`src/rtl/booth_arbiter.sv`:
```
// booth_arbiter
//   Shares one voting_machine core between NUM_BOOTHS booths. The core is
//   granted round-robin to one booth at a time, and each session is run as
//   ID check -> vote issue -> wait for done. The booth gets an accept or a
//   reject pulse at the end, and session/reject statistics are kept.
//
// Ports
//   clk, reset            rising-edge clock, async active-high reset
//   booth_req/id/vote/cand  per-booth request level, packed IDs, vote strobe, choice
//   grant                 one-hot session owner (zero when idle)
//   booth_ack/reject      one-cycle result pulses to the owner
//   reject_code           01 invalid ID, 10 ID used, 11 timeout (valid with reject)
//   core_*                handshake with the voting_machine core
//   sessions/rejects      saturating 8-bit statistics
//   busy                  high whenever a session is in progress
module booth_arbiter #(
  parameter int unsigned NUM_BOOTHS = 4,
  parameter int unsigned ID_W       = 4,
  parameter int unsigned TIMEOUT    = 15
) (
  input  logic                       clk,
  input  logic                       reset,
  input  logic [NUM_BOOTHS-1:0]      booth_req,
  input  logic [NUM_BOOTHS*ID_W-1:0] booth_id,
  input  logic [NUM_BOOTHS-1:0]      booth_vote,
  input  logic [NUM_BOOTHS-1:0]      booth_cand,
  output logic [NUM_BOOTHS-1:0]      grant,
  output logic [NUM_BOOTHS-1:0]      booth_ack,
  output logic [NUM_BOOTHS-1:0]      booth_reject,
  output logic [1:0]                 reject_code,
  output logic [ID_W-1:0]            core_id,
  output logic                       core_check,
  output logic                       core_vote_signal,
  output logic                       core_candidate_select,
  input  logic                       core_id_valid,
  input  logic                       core_id_used,
  input  logic                       core_vote_done,
  output logic [7:0]                 sessions,
  output logic [7:0]                 rejects,
  output logic                       busy
);

  localparam int unsigned OW = (NUM_BOOTHS > 1) ? $clog2(NUM_BOOTHS) : 1;

  localparam logic [1:0] CODE_INVALID = 2'b01;
  localparam logic [1:0] CODE_USED    = 2'b10;
  localparam logic [1:0] CODE_TIMEOUT = 2'b11;

  typedef enum logic [2:0] {
    IDLE,
    CHECK,
    WAIT_ID,
    WAIT_VOTE,
    WAIT_DONE,
    ACK,
    REJECT
  } state_t;

  state_t          state, state_nxt;
  logic [OW-1:0]   owner, owner_nxt;
  logic [OW-1:0]   last, last_nxt;
  logic [ID_W-1:0] id_q, id_nxt;
  logic [1:0]      code_q, code_nxt;
  logic [7:0]      tmo_q, tmo_nxt;
  logic [7:0]      sess_q, rej_q;

  logic [OW-1:0]         pick;
  logic                  pick_found;
  int unsigned           scan_idx;
  logic [OW-1:0]         scan_sel;
  logic [NUM_BOOTHS-1:0] owner_oh;
  logic                  owner_req;
  logic                  owner_vote;
  logic                  tmo_last;

  // Round-robin search starting one past the last session owner.
  always_comb begin
    pick       = '0;
    pick_found = 1'b0;
    scan_idx   = 0;
    scan_sel   = '0;
    for (int unsigned i = 1; i <= NUM_BOOTHS; i++) begin
      scan_idx = (32'(last) + i) % NUM_BOOTHS;
      scan_sel = OW'(scan_idx);
      if (!pick_found && booth_req[scan_sel]) begin
        pick       = scan_sel;
        pick_found = 1'b1;
      end
    end
  end

  always_comb begin
    owner_oh        = '0;
    owner_oh[owner] = 1'b1;
  end

  assign owner_req  = booth_req[owner];
  assign owner_vote = booth_vote[owner];
  // Counter is cleared on entry, so this is the TIMEOUT-th waiting cycle.
  assign tmo_last   = (tmo_q == 8'(TIMEOUT - 1));

  always_comb begin
    state_nxt = state;
    owner_nxt = owner;
    last_nxt  = last;
    id_nxt    = id_q;
    code_nxt  = code_q;
    tmo_nxt   = tmo_q;
    unique case (state)
      IDLE: begin
        if (pick_found) begin
          owner_nxt = pick;
          id_nxt    = booth_id[32'(pick)*ID_W +: ID_W];
          state_nxt = CHECK;
        end
      end
      CHECK: begin
        if (!owner_req) begin
          last_nxt  = owner;
          state_nxt = IDLE;
        end else begin
          state_nxt = WAIT_ID;
        end
      end
      WAIT_ID: begin
        if (!owner_req) begin
          last_nxt  = owner;
          state_nxt = IDLE;
        end else if (!core_id_valid) begin
          code_nxt  = CODE_INVALID;
          state_nxt = REJECT;
        end else if (core_id_used) begin
          code_nxt  = CODE_USED;
          state_nxt = REJECT;
        end else begin
          tmo_nxt   = '0;
          state_nxt = WAIT_VOTE;
        end
      end
      WAIT_VOTE: begin
        // A dropped request wins over a same-cycle vote: nothing reaches the core.
        if (!owner_req) begin
          last_nxt  = owner;
          state_nxt = IDLE;
        end else if (owner_vote) begin
          tmo_nxt   = '0;
          state_nxt = WAIT_DONE;
        end else if (tmo_last) begin
          code_nxt  = CODE_TIMEOUT;
          state_nxt = REJECT;
        end else begin
          tmo_nxt = tmo_q + 8'd1;
        end
      end
      WAIT_DONE: begin
        // Request level is ignored here: the vote is already with the core.
        if (core_vote_done) begin
          state_nxt = ACK;
        end else if (tmo_last) begin
          code_nxt  = CODE_TIMEOUT;
          state_nxt = REJECT;
        end else begin
          tmo_nxt = tmo_q + 8'd1;
        end
      end
      ACK, REJECT: begin
        last_nxt  = owner;
        state_nxt = IDLE;
      end
      default: state_nxt = IDLE;
    endcase
  end

  always_ff @(posedge clk or posedge reset) begin
    if (reset) begin
      state  <= IDLE;
      owner  <= '0;
      last   <= OW'(NUM_BOOTHS - 1);
      id_q   <= '0;
      code_q <= '0;
      tmo_q  <= '0;
      sess_q <= '0;
      rej_q  <= '0;
    end else begin
      state  <= state_nxt;
      owner  <= owner_nxt;
      last   <= last_nxt;
      id_q   <= id_nxt;
      code_q <= code_nxt;
      tmo_q  <= tmo_nxt;
      if (state == ACK && sess_q != 8'hFF) begin
        sess_q <= sess_q + 8'd1;
      end
      if (state == REJECT && rej_q != 8'hFF) begin
        rej_q <= rej_q + 8'd1;
      end
    end
  end

  always_comb begin
    busy                  = (state != IDLE);
    grant                 = busy ? owner_oh : '0;
    booth_ack             = (state == ACK) ? owner_oh : '0;
    booth_reject          = (state == REJECT) ? owner_oh : '0;
    reject_code           = (state == REJECT) ? code_q : 2'b00;
    core_id               = id_q;
    core_check            = (state == CHECK);
    core_vote_signal      = (state == WAIT_VOTE) && owner_req && owner_vote;
    core_candidate_select = core_vote_signal && booth_cand[owner];
    sessions              = sess_q;
    rejects               = rej_q;
  end

endmodule

```
`config.mk`:
```
export PLATFORM = sky130hd
export DESIGN_NAME = booth_arbiter
export DESIGN_NICKNAME = d
export VERILOG_FILES = /design/src/rtl/booth_arbiter.sv
export SDC_FILE = /design/constraint.sdc
export NUM_CORES = 1
export LEC_CHECK = 0
export ABC_AREA = 1
export BUFFER_PORTS_ARGS = -buffer_cell sky130_fd_sc_hd__buf_4
export CORE_MARGIN = 4
export CORE_UTILIZATION = 40
export DETAILED_ROUTE_END_ITERATION = 8
export GPL_TIMING_DRIVEN = 0
export PLACE_DENSITY = 0.67
export SLEW_MARGIN = 20
export SYNTH_ARGS = -nofsm -noshare
export SYNTH_HDL_FRONTEND = slang
export SYNTH_SLANG_ARGS = --single-unit
```
`constraint.sdc`:
```
create_clock -name clk -period 1.69 [get_ports clk]
set_input_delay 0.169 -clock clk [delete_from_list [all_inputs] [get_ports clk]]
set_output_delay 0.169 -clock clk [all_outputs]
set_load 0.01 [all_outputs]
```
==> flow_summary_export.csv <==
group,metric,value,unit
run_status,status,"finished, violations left",
run_status,failed_checks,"setup timing",
grt,grt_pass1_vias,2612,
floorplan,die_h,89.7,microns
route,antenna_left,0,
timing,post-route-min-period,1950,ps
setup_path,worstSetupPathType,"register to output port",
timing,rsz0062_at_grt,"yes",
yosys,synth_ff_type,"dfrtp_1",
setup_path,cp_max_fo,5,
yosys,ys_warn_count,0,
grt,grt_pass1_wl,11600,microns
timing,post-route-period-util,115,%
yosys,yosysMostFrequentCell,"nand2_1",
yosys,synth-seq-area-share,34.7,%
hold_path,whs_path_depth,3,
yosys,syn-num-nets,409,
pwr,leakagePower,2.13,nW
yosys,synth_common_cells,"nand2_1 (86), inv_1 (54), nand3_1 (43)",
floorplan,dieArea,8050,sq um
pwr,powerDensity,1760,nW/um^2
setup_path,reg2reg_setup_slack,-250,ps
yosys,synth_top_area_share,32.8,%
placed_design,place_hpwl,5120,microns
yosys,ys_ff_latch,37,
timing,finalHoldViolations,0,
timing,maxSlewHeadroom,57.7,%
timing,setup_viol,20,
clock_network,cts-htree-levels,2,
finish,final_cells,573,
yosys,yosys-top-cells-area,"dfrtp_1 (33%), nand2_1 (12%), nand3_1 (8.1%)",
setup_path,r2r_cells,15,
placed_design,placed_cells,520,
clock_network,cts_tree,"done",
grt,grt_overflow,0,
clock_network,cts_root_buffer,"clkbuf_8",
grt,antenna_found_initial,0,
route,vias_per_cell,5.06,
yosys,synth_top_cell_by_area,"dfrtp_1",
setup_path,start_kind,"register",
finish,antennaDiodeCount,0,
timing,max_freq,0.514,GHz
timing,drv_slew,0,
clock_network,cts_buffer_depth,2,
hold_path,hold_path_class,"primary input to register",
floorplan,core,6420,sq um
grt,grt_max_degree,34,
route,dr.pass1.iters,4,
clock_network,cts_sinks,37,
setup_path,end_kind,"output port",
floorplan,start_util,41.6,%
route,drcViolationCount,0,
pwr,ir_drop,0.805,mV
finish,synthToLayoutAreaGrowth,54.9,%
timing,worst_slack,-257,ps
finish,num-nets-final,532,
flow_run,drv_cap,0,
yosys,ys_types,42,
clock_network,clk_pin_slew,70,ps
setup_path,arrival,1780,ps
grt,track_usage,16.9,%
floorplan,die_width,89.7,microns
placed_design,dp_slack,-229,ps
setup_path,required,1520,ps
route,vias,2901,
yosys,avgSynthCellArea,7.18,sq um
yosys,netlist_instances,372,
clock_network,clk_latency,280,ps
clock_network,cts_made_buffers,5,
yosys,async_flop_share,100,%
yosys,syn_area,2670,sq um
timing,tns,-2900,ps
floorplan,row_count,29,
route,wl_per_cell,13.8,microns
route,drtIter0Drc,127,
timing,fin_skew,5.65,ps
placed_design,gp_congestion,0.873,
floorplan,io_pins,71,
route,wirelength,7910,microns
timing,worst_slew_pin_slew,628,ps
yosys,synth-edff-count,0,
placed_design,port_buffers,70,
finish,drive_above_1_share,48.6,%
==> final cells by class <==
class                      count  area, sq um
timing repair inverter         1         6.26
fill                         536         2280
buffer                         2         26.3
clock inverter                 2         10.0
inverter                      67          274
timing repair buffer         111          901
multi-input combinational    270         1820
clock buffer                   6         72.6
tap                           77         96.3
sequential                    37          932
==> critical path, cell delays in order, from the launching register on <==
cell and delay [ps]:
dfrtp_2 490, inv_2 120, nand2_4 80, inv_4 90, nand2_4 50, nand3_4 90
inv_2 60, nor2_4 90, inv_2 70, a211oi_2 200, buf_4 150
==> flip-flops by register name, summed over array words and instances, names as in the netlist <==
| signal | count |
|---|---|
| last | 2 |
| owner | 2 |
| core_id | 4 |
| sessions | 8 |
| code_q | 2 |
| state | 3 |
| tmo_q | 8 |
| rejects | 8 |
==> per-layer routing <==
| metal | up-vias | GRT usage (%) | routed length [microns] |
|---|---|---|---|
| met5 | - | 0 | 0 |
| met4 | 0 | 4.47 | 91 |
| met3 | 11 | 5.43 | 488 |
| met2 | 101 | 28.1 | 3950 |
| met1 | 1356 | 21.3 | 3370 |
| li1 | 1433 | - | - |
==> worst paths after layout <==
path / end / from
worst max register to register: core_id[2] / last[0]
worst max-delay path: core_candidate_select / owner[0]
worst min register to register: core_id[1] / core_id[1]
min in group asynchronous: sessions[1] / reset
worst min-delay path: code_q[1] / core_id_valid
max in group asynchronous: last[1] / reset
==> kinds of logic (layout without fill, tap and decap cells) <==
| kind of cell | after synthesis | after routing | synth area share, % |
|---|---|---|---|
| xor+xnor | 16 | 16 | 5.24 |
| mux | 1 | 1 | 0.421 |
| flops | 37 | 37 | 34.7 |
| compound gates | 37 | 37 | 9.74 |
| buf+inv | 69 | 189 | 10.5 |
| fa+ha+maj | 4 | 4 | 1.87 |
| simple gates | 208 | 212 | 37.5 |
==> placed cells by master (no fill, tap or decap), types with 3 or more instances in the layout <==
master	n
nand2_2	27
nor3_2	5
a21oi_2	6
buf_4	101
o21ai_0	6
nand4_1	3
xnor2_1	5
clkbuf_8	5
nor2_4	8
xor2_1	11
dfrtp_1	32
nand3_4	4
nand2_4	15
dfrtp_2	3
o21ai_1	6
nor2_1	26
buf_6	7
o21ai_2	4
nand2_1	65
nor2_2	9
nand3_2	8
inv_4	5
inv_1	48
ha_1	4
nand3_1	34
inv_2	13
==> stage by stage <==
stage | hold WS [ps] | power (W) | utilization [%] | instance area [sq um]
global placement | 428 | 0.00473 | 51.3 | 3290
detailed placement | 61.6 | 0.00479 | 51.6 | 3310
global route | 138 | 0.00788 | 64.5 | 4140
CTS | 131 | 0.00588 | 55.8 | 3580
floorplan | 319 | 0.00384 | - | 2670
finish | 129 | 0.00728 | 64.5 | 4140
==> power by group <==
| part | leakage [nW] | total, W | switching (W) | internal (W) |
|---|---|---|---|---|
| registers | 0.481 | 0.00143 | 0.000280 | 0.00115 |
| logic | 1.60 | 0.00526 | 0.00306 | 0.00219 |
| clock network | 0.0450 | 0.000591 | 0.000305 | 0.000286 |
| total | 2.13 | 0.00728 | 0.00365 | 0.00363 |
==> what timing repair did <==
item	in CTS	in global routing
hold buffers	1	0
pin swaps	7	30
gates cloned	2	4
setup endpoints to repair	23	34
buffers inserted	11	27
endpoints found under the hold margin	35	0
gates resized for setup	27	84
No activity file was read; power rests on OpenSTA's default activity.
